$ cat src/rtl/imem_pkg.sv
// imem_pkg: shared types and constants for the boot-loadable instruction memory
package imem_pkg;
  localparam int IMEM_DEPTH = 256;
  localparam int IMEM_AW = 8;
  localparam logic [31:0] NOP_INSN = 32'h0000_0013;
  typedef enum logic [1:0] {S_IDLE, S_LOAD, S_DONE, S_RUN} state_t;
endpackage

$ cat src/rtl/imem_byte_ram.sv
// imem_byte_ram: byte-wide write port, combinational little-endian word read port
module imem_byte_ram #(
  parameter int DEPTH = 256,
  parameter int AW = 8
) (
  input  logic          clk,
  input  logic          we,
  input  logic [AW-1:0] waddr,
  input  logic [7:0]    wdata,
  input  logic [AW-3:0] word_addr,
  output logic [31:0]   rdata
);
  logic [7:0] mem [DEPTH];
  always_ff @(posedge clk)
    if (we) mem[waddr] <= wdata;
  assign rdata = {mem[{word_addr, 2'd3}], mem[{word_addr, 2'd2}],
                  mem[{word_addr, 2'd1}], mem[{word_addr, 2'd0}]};
endmodule

$ cat src/rtl/imem_boot_loader.sv
// imem_boot_loader: instruction memory with a byte-stream loader that holds the core
// in reset while a program is written in
module imem_boot_loader
  import imem_pkg::*;
#(
  parameter int DEPTH = IMEM_DEPTH,
  parameter int AW = IMEM_AW,
  parameter int BOOT_HOLD = 1
) (
  input  logic        clk,
  input  logic        rst,
  input  logic [31:0] i_addr,
  input  logic        ce,
  output logic [31:0] i_data,
  input  logic        ld_start,
  input  logic [8:0]  ld_len,
  input  logic        ld_valid,
  input  logic [7:0]  ld_byte,
  output logic        ld_ready,
  output logic        ld_done,
  output logic        core_hold
);
  state_t state, state_nxt;
  logic [AW-1:0] ptr;
  logic [AW:0] remaining, len_clip;
  logic [31:0] word;
  logic we, unused_addr;
  assign unused_addr = ^{i_addr[31:AW], i_addr[1:0]};
  assign len_clip = (int'(ld_len) > DEPTH) ? (AW+1)'(DEPTH) : (AW+1)'(ld_len);
  assign we = state == S_LOAD && ld_valid;
  imem_byte_ram #(.DEPTH(DEPTH), .AW(AW)) u_ram (
    .clk(clk), .we(we), .waddr(ptr), .wdata(ld_byte),
    .word_addr(i_addr[AW-1:2]), .rdata(word)
  );
  always_ff @(posedge clk or posedge rst)
    if (rst) begin
      state <= (BOOT_HOLD != 0) ? S_IDLE : S_RUN;
      ptr <= '0;
      remaining <= '0;
    end else begin
      state <= state_nxt;
      if ((state == S_IDLE || state == S_RUN) && ld_start) begin
        ptr <= '0;
        remaining <= len_clip;
      end else if (we) begin
        ptr <= ptr + 1'b1;
        remaining <= remaining - 1'b1;
      end
    end
  // a zero-length load skips LOAD entirely so no handshake can ever write
  always_comb begin
    state_nxt = state;
    if (state == S_DONE) state_nxt = S_RUN;
    else if (state == S_LOAD) state_nxt = (ld_valid && remaining == (AW+1)'(1)) ? S_DONE : S_LOAD;
    else if (ld_start) state_nxt = (len_clip == '0) ? S_DONE : S_LOAD;
    ld_ready = state == S_LOAD;
    ld_done = state == S_DONE;
    core_hold = state != S_RUN;
    i_data = (ce && !core_hold) ? word : NOP_INSN;
  end
endmodule
$ cat config.mk
export PLATFORM = sky130hd
export DESIGN_NAME = imem_boot_loader
export DESIGN_NICKNAME = d
export VERILOG_FILES = /design/src/rtl/imem_pkg.sv /design/src/rtl/imem_byte_ram.sv /design/src/rtl/imem_boot_loader.sv
export SDC_FILE = /design/constraint.sdc
export NUM_CORES = 2
export LEC_CHECK = 0
export BUFFER_PORTS_ARGS = -buffer_cell sky130_fd_sc_hd__buf_4
export CAP_MARGIN = 15
export CELL_PAD_IN_SITES_DETAIL_PLACEMENT = 0
export CELL_PAD_IN_SITES_GLOBAL_PLACEMENT = 2
export CORE_ASPECT_RATIO = 2
export CORE_MARGIN = 8
export CORE_UTILIZATION = 51
export CTS_CLUSTER_SIZE = 40
export DETAILED_ROUTE_END_ITERATION = 6
export HOLD_SLACK_MARGIN = 0.03
export PLACE_DENSITY_LB_ADDON = 0.25
export SLEW_MARGIN = 5
export SYNTH_ARGS = -nofsm -noshare
export SYNTH_HDL_FRONTEND = slang
export SYNTH_SLANG_ARGS = --single-unit
$ cat constraint.sdc
create_clock -name clk -period 4.9 [get_ports clk]
set_input_delay 1.47 -clock clk [delete_from_list [all_inputs] [get_ports clk]]
set_output_delay 1.47 -clock clk [all_outputs]
set_load 0.01 [all_outputs]
Yosys cells after proc, flatten, opt, wreduce, memory -nomap -nowiden
Memories as Yosys holds them, arrays and structs flattened.
Cells that the tools add are included.

cells by class
  add/sub/neg operators = 2
  magnitude comparators = 1
  equal/unequal tests = 5
  muxes and demuxes = 13
  reduce and logical (&&, ||, !) cells = 10

operator list
  cell                 number
  $mux 32              1
  $mux 9               3
  $mux 8               2
  $mux 2               5
  $eq 9x1->1 const B   1
  $gt 9x9->1 const B   1
  $logic_not 9->1      1
  $sub 9x1->9 const B  1
  $add 8x1->8 const B  1
  $eq 2x2->1 const B   2
  $logic_and 1x1->1    4
  $reduce_bool 3->1    1
  $eq 2x1->1 const B   1
  $logic_not 2->1      1
  $mux 1               2
  $ne 2x2->1 const B   1
  $reduce_bool 2->1    1
  $logic_not 1->1      1
  $logic_or 1x1->1     1

storage, ports and cells
  flip-flop bits (word level) = 19
  bits in writable memories = 2,048
  input bits = 54
  output and inout port bits = 35
  logic and storage cells = 35
  memories = 1

memories
  memory     words  width  rd ports  clocked after memory_dff  write ports  RTL line             RTL
  u_ram.mem  256    8      4         0                         1            imem_byte_ram.sv:13  logic [7:0] mem [DEPTH];

Longest topological paths before layout
  depth in word-level cells = 7
  depth in mapped cells = 9
  depth with buffers taken out = 7

Hierarchy
From an unflattened synthesis, not the netlist that was laid out.

second synthesis, totals
  cell total of the unflattened synthesis = 3,745
  area, all modules = 80,473.4 µm²

by module, submodules not included
  module            instances  cells each  area each (µm²)  sequential area each (µm²)
  imem_byte_ram     1          3,591       79,168.4         61,499.0
  imem_boot_loader  1          154         1,305.0          475.5

Least setup slack after synthesis
Ideal clock, no wire load.

  path kind = input -> output
  start point = input port i_addr[2]
  end point = output port i_data[25]
  arrival = 3,283 ps
  required time = 3,430 ps
  setup slack = 147 ps
  cell stages on the path = 9
  buffers on the path = 4
  path through = buf_2 buf_6 buf_6 buf_2 mux4_2 a221oi_1 o21ai_0 o211ai_1 nor2_1

between the ends
  longest elaborated chain between the ends = 2

ends and longest elaborated chain
  what             RTL line                RTL
  start, declared  imem_boot_loader.sv:12  input logic [31:0] i_addr,
  $mem_v2 256x8    --
  $mux 32          imem_boot_loader.sv:59  i_data = (ce && !core_hold) ? word : NOP_INSN;
  end, declared    imem_boot_loader.sv:14  output logic [31:0] i_data,

Every way passes these cells.

Worst setup path after layout
  start point = input port i_addr[2]
  end point = output port i_data[0]

The elaborated chain is that of the path after synthesis.

==> results.py <==
metrics = {
    "run_status": {
        "outcome": "complete, but fails checks",
        "violations": "negative setup slack",
    },
    "critical_path": {
        "cp_max_fo": 7,
        "required_ns": 3.43,
        "reg2reg_to": "u_ram.mem[186][6]",
        "path_class": "input port to output pin",
        "crit_arrival_ns": 3.70,
        "critPathLaunchType": "input port",
        "r2r.worst_path.cells": 3,
        "end_kind": "output pin",
        "r2r-start": "ptr[3]",
        "rrSetupSlack_ns": 1.75,
    },
    "synth": {
        "synthFlopType": "edfxtp_1",
        "synth_edf_count": 2048,
        "synthesis.nets": 3738,
        "async_flop_share_pct": 0.919,
        "synth.distinct_cells": 52,
        "avgSynthCellArea_um2": 21.9,
        "synthCells": 3675,
        "yosysWarnings": 0,
        "synth-seq-cells": 2067,
        "synthesis.area_um2": 80300,
        "ys_seq_area_share_pct": 77.1,
    },
    "drt": {
        "drc": 0,
        "finalWirelength_mm": 212,
        "postRouteAntennaNets": 0,
        "wl_per_cell_um": 31.9,
        "drtIter0Drc": 4483,
        "first_pass_iters": 5,
        "vias": 40500,
        "viasPerCell": 6.10,
    },
    "clocking": {
        "clock_latency_ns": 0.83,
        "clkTransAtPathRegs_ns": 0.07,
        "tritoncts": "done",
        "root_buffer": "clkbuf_16",
        "htreeDepth": 4,
        "clk_path_buf_depth": 4,
        "cts_sinks": 2067,
        "cts_buffers": 182,
    },
    "min_path": {
        "hold_start": "remaining[7]",
        "whs_path_depth": 2,
        "hold_class": "register to register",
        "hold_end": "remaining[7]",
    },
    "floorplanning": {
        "num_rows": 206,
        "core_um2": 157000,
        "start_util_pct": 51.2,
        "design.die.area_um2": 171000,
        "die_x_um": 297,
        "chipHeight_um": 577,
        "pin_count": 89,
    },
    "power_and_ir_drop": {
        "total_power_mw": 37.2,
        "leakage_nw": 31.3,
        "seqPwrFrac_pct": 53.0,
        "switchingPower_mw": 8.27,
        "p_int_mw": 28.9,
        "vdd_drop_max_v": 0.000345,
        "p_comb_share_pct": 8.6,
        "power.density_nw_per_um2": 385,
        "clockPowerShare_pct": 38.3,
        "switching_share_pct": 22.3,
    },
    "sta": {
        "fin_crit_ns": 5.17,
        "setup_viol_count_final": 32,
        "final.period_utilization_pct": 106,
        "fmax_mhz": 193,
        "tightestPinTransition_ns": 1.21,
        "rsz0062_at_grt": "true",
        "fin_skew_ns": 0.0463,
        "slew_viol_final": 0,
        "slew_headroom_pct": 19.0,
        "setup_slack_ns": -0.270,
        "hold_violations": 0,
    },
    "placement": {
        "place_hpwl_mm": 137,
        "dpl_cell_area_um2": 87800,
        "place_congestion": 0.814,
        "io_buffers": 62,
        "dp_cells": 6209,
    },
    "cells_and_area": {
        "fin_util_pct": 61.5,
        "final_area_um2": 96500,
        "fin_cells": 6634,
        "nFillCells": 10800,
        "drive_gt1_share_pct": 38.5,
        "fin_nets": 4484,
        "area_growth_pct": 20.1,
    },
    "job": {
        "max-cap-violations": 0,
    },
    "grt": {
        "grt_pass1_vias": 41400,
        "grt_pass1_wl_mm": 299,
        "grt_max_degree": 124,
        "antenna_found_initial": 6,
        "grt_use_total_pct": 24.5,
        "overflow": 0,
    },
}
==> per-layer routing <==
layer | track usage (%) | up-vias | routed length [um]
met5 | 0 | - | 13
li1 | - | 16900 | -
met3 | 3.06 | 366 | 13100
met1 | 32.9 | 21600 | 82000
met4 | 9.53 | 2 | 9410
met2 | 40.9 | 1569 | 107000
==> kinds of logic (layout without fill, tap and decap cells) <==
logic type	count (synthesis)	count (layout)	synth area share, %
other	0	2	0
multiplexers	662	662	16.8
XOR/XNOR	14	14	0.153
adder cells (fa/ha/maj)	9	9	0.140
buffers and inverters	226	1103	1.45
AND/OR/NAND/NOR	467	467	2.48
flip-flops	2067	2067	77.1
AO/OA/AOI/OAI	230	230	1.90
==> Yosys cell counts, drive strengths merged, types with 2 or more instances <==
library cell / number / area share (%)
inv: 14 / 0.065
dfrtp: 19 / 0.59
o221ai: 2 / 0.022
a31oi: 16 / 0.12
nand3: 32 / 0.20
edfxtp: 2048 / 77
a21boi: 2 / 0.019
a211oi: 5 / 0.047
mux2i: 96 / 1.2
nor4: 7 / 0.055
nand4: 2 / 0.016
o22ai: 33 / 0.26
mux2: 22 / 0.31
ha: 9 / 0.14
a211o: 2 / 0.022
or3: 3 / 0.023
nor2: 289 / 1.4
or2: 2 / 0.016
and2: 8 / 0.062
nand3b: 3 / 0.028
o22a: 7 / 0.076
xor2: 7 / 0.076
nand2b: 10 / 0.078
a22o: 6 / 0.065
mux4: 544 / 15
a221oi: 6 / 0.065
nor2b: 20 / 0.16
buf: 117 / 0.94
nor3: 12 / 0.075
o2111ai: 4 / 0.044
a21oi: 50 / 0.31
nand2: 67 / 0.31
and3: 8 / 0.062
a22oi: 57 / 0.53
o21ai: 23 / 0.14
xnor2: 7 / 0.076
and3b: 2 / 0.022
clkbuf: 95 / 0.44
o211ai: 10 / 0.093
==> sequential cells by signal (all words and copies together), names as in the netlist <==
name,flops
state,2
remaining,9
ptr,8
u_ram.mem,2048
==> worst max path at each step <==
stage,from,to,cells past startpoint
3_5_place_dp,i_addr[2],i_data[2],11
2_1_floorplan,i_addr[2],i_data[25],9
6_report,i_addr[2],i_data[0],8
5_1_grt,i_addr[2],i_data[0],8
4_1_cts,i_addr[2],i_data[25],7
3_3_place_gp,i_addr[2],i_data[2],11
==> critical path, stage by stage <==
cell,delay [ns]
buf_16,0.18
buf_16,0.19
buf_16,0.14
mux4_2,0.54
mux4_2,0.56
o2111ai_2,0.24
nand3_2,0.16
buf_6,0.16
==> power by group through the flow <==
| stage | Sequential, mW | Combinational, mW | Clock (mW) |
|---|---|---|---|
| 5_1_grt | 19.7 | 3.36 | 15.0 |
| 2_1_floorplan | 20.0 | 1.37 | 0 |
| 3_5_place_dp | 20.1 | 2.89 | 0 |
| 4_1_cts | 19.7 | 3.11 | 14.5 |
| 3_3_place_gp | 20.1 | 2.85 | 0 |
| 6_report | 19.7 | 3.21 | 14.2 |
==> placed cells by master, fill, tap and decap left out, types with 21 or more instances in the layout <==
cell type and n:
a21oi_1 30, clkbuf_16 196, buf_6 51, buf_4 586, a22oi_2 27, nand2_1 67, mux4_2 544, nand3_1 21
buf_16 23, nor2_1 279, clkinvlp_4 23, o22ai_1 21, mux2i_1 78, buf_12 78, a22oi_1 30, edfxtp_1 2048
clkinv_2 26, clkbuf_1 21, clkinv_1 28
==> stage by stage <==
stage / hold slack, ns / TNS (ns) / worst slack [ns]
after global placement: 0.529 / -14.27 / -0.983
after CTS: 0.586 / -6.72 / -0.324
final: 0.580 / -5.18 / -0.270
after detailed placement: 0.572 / -14.16 / -0.982
after global routing: 0.628 / -6.36 / -0.283
after floorplan: 0.517 / 0 / 0.147
==> final cells by class <==
type | instances | area [um2] | share of cell area [%]
Antenna cell | 2 | 5.00 | 0.00519
Clock buffer | 210 | 4760 | 4.94
Clock inverter | 105 | 1070 | 1.11
Inverter | 14 | 52.6 | 0.0545
Multi-Input combinational cell | 1382 | 18200 | 18.9
Sequential cell | 2067 | 62000 | 64.2
Tap cell | 2080 | 2600 | 2.70
Timing Repair Buffer | 774 | 7840 | 8.13
==> timing repair <==
item                       CTS  global route
pin swaps                   29            44
gates resized for setup    237           107
hold buffers                 0             0
setup endpoints to repair   32            32
gates cloned                10            11
setup buffers               36            60
No activity file was read; power rests on OpenSTA's default activity.
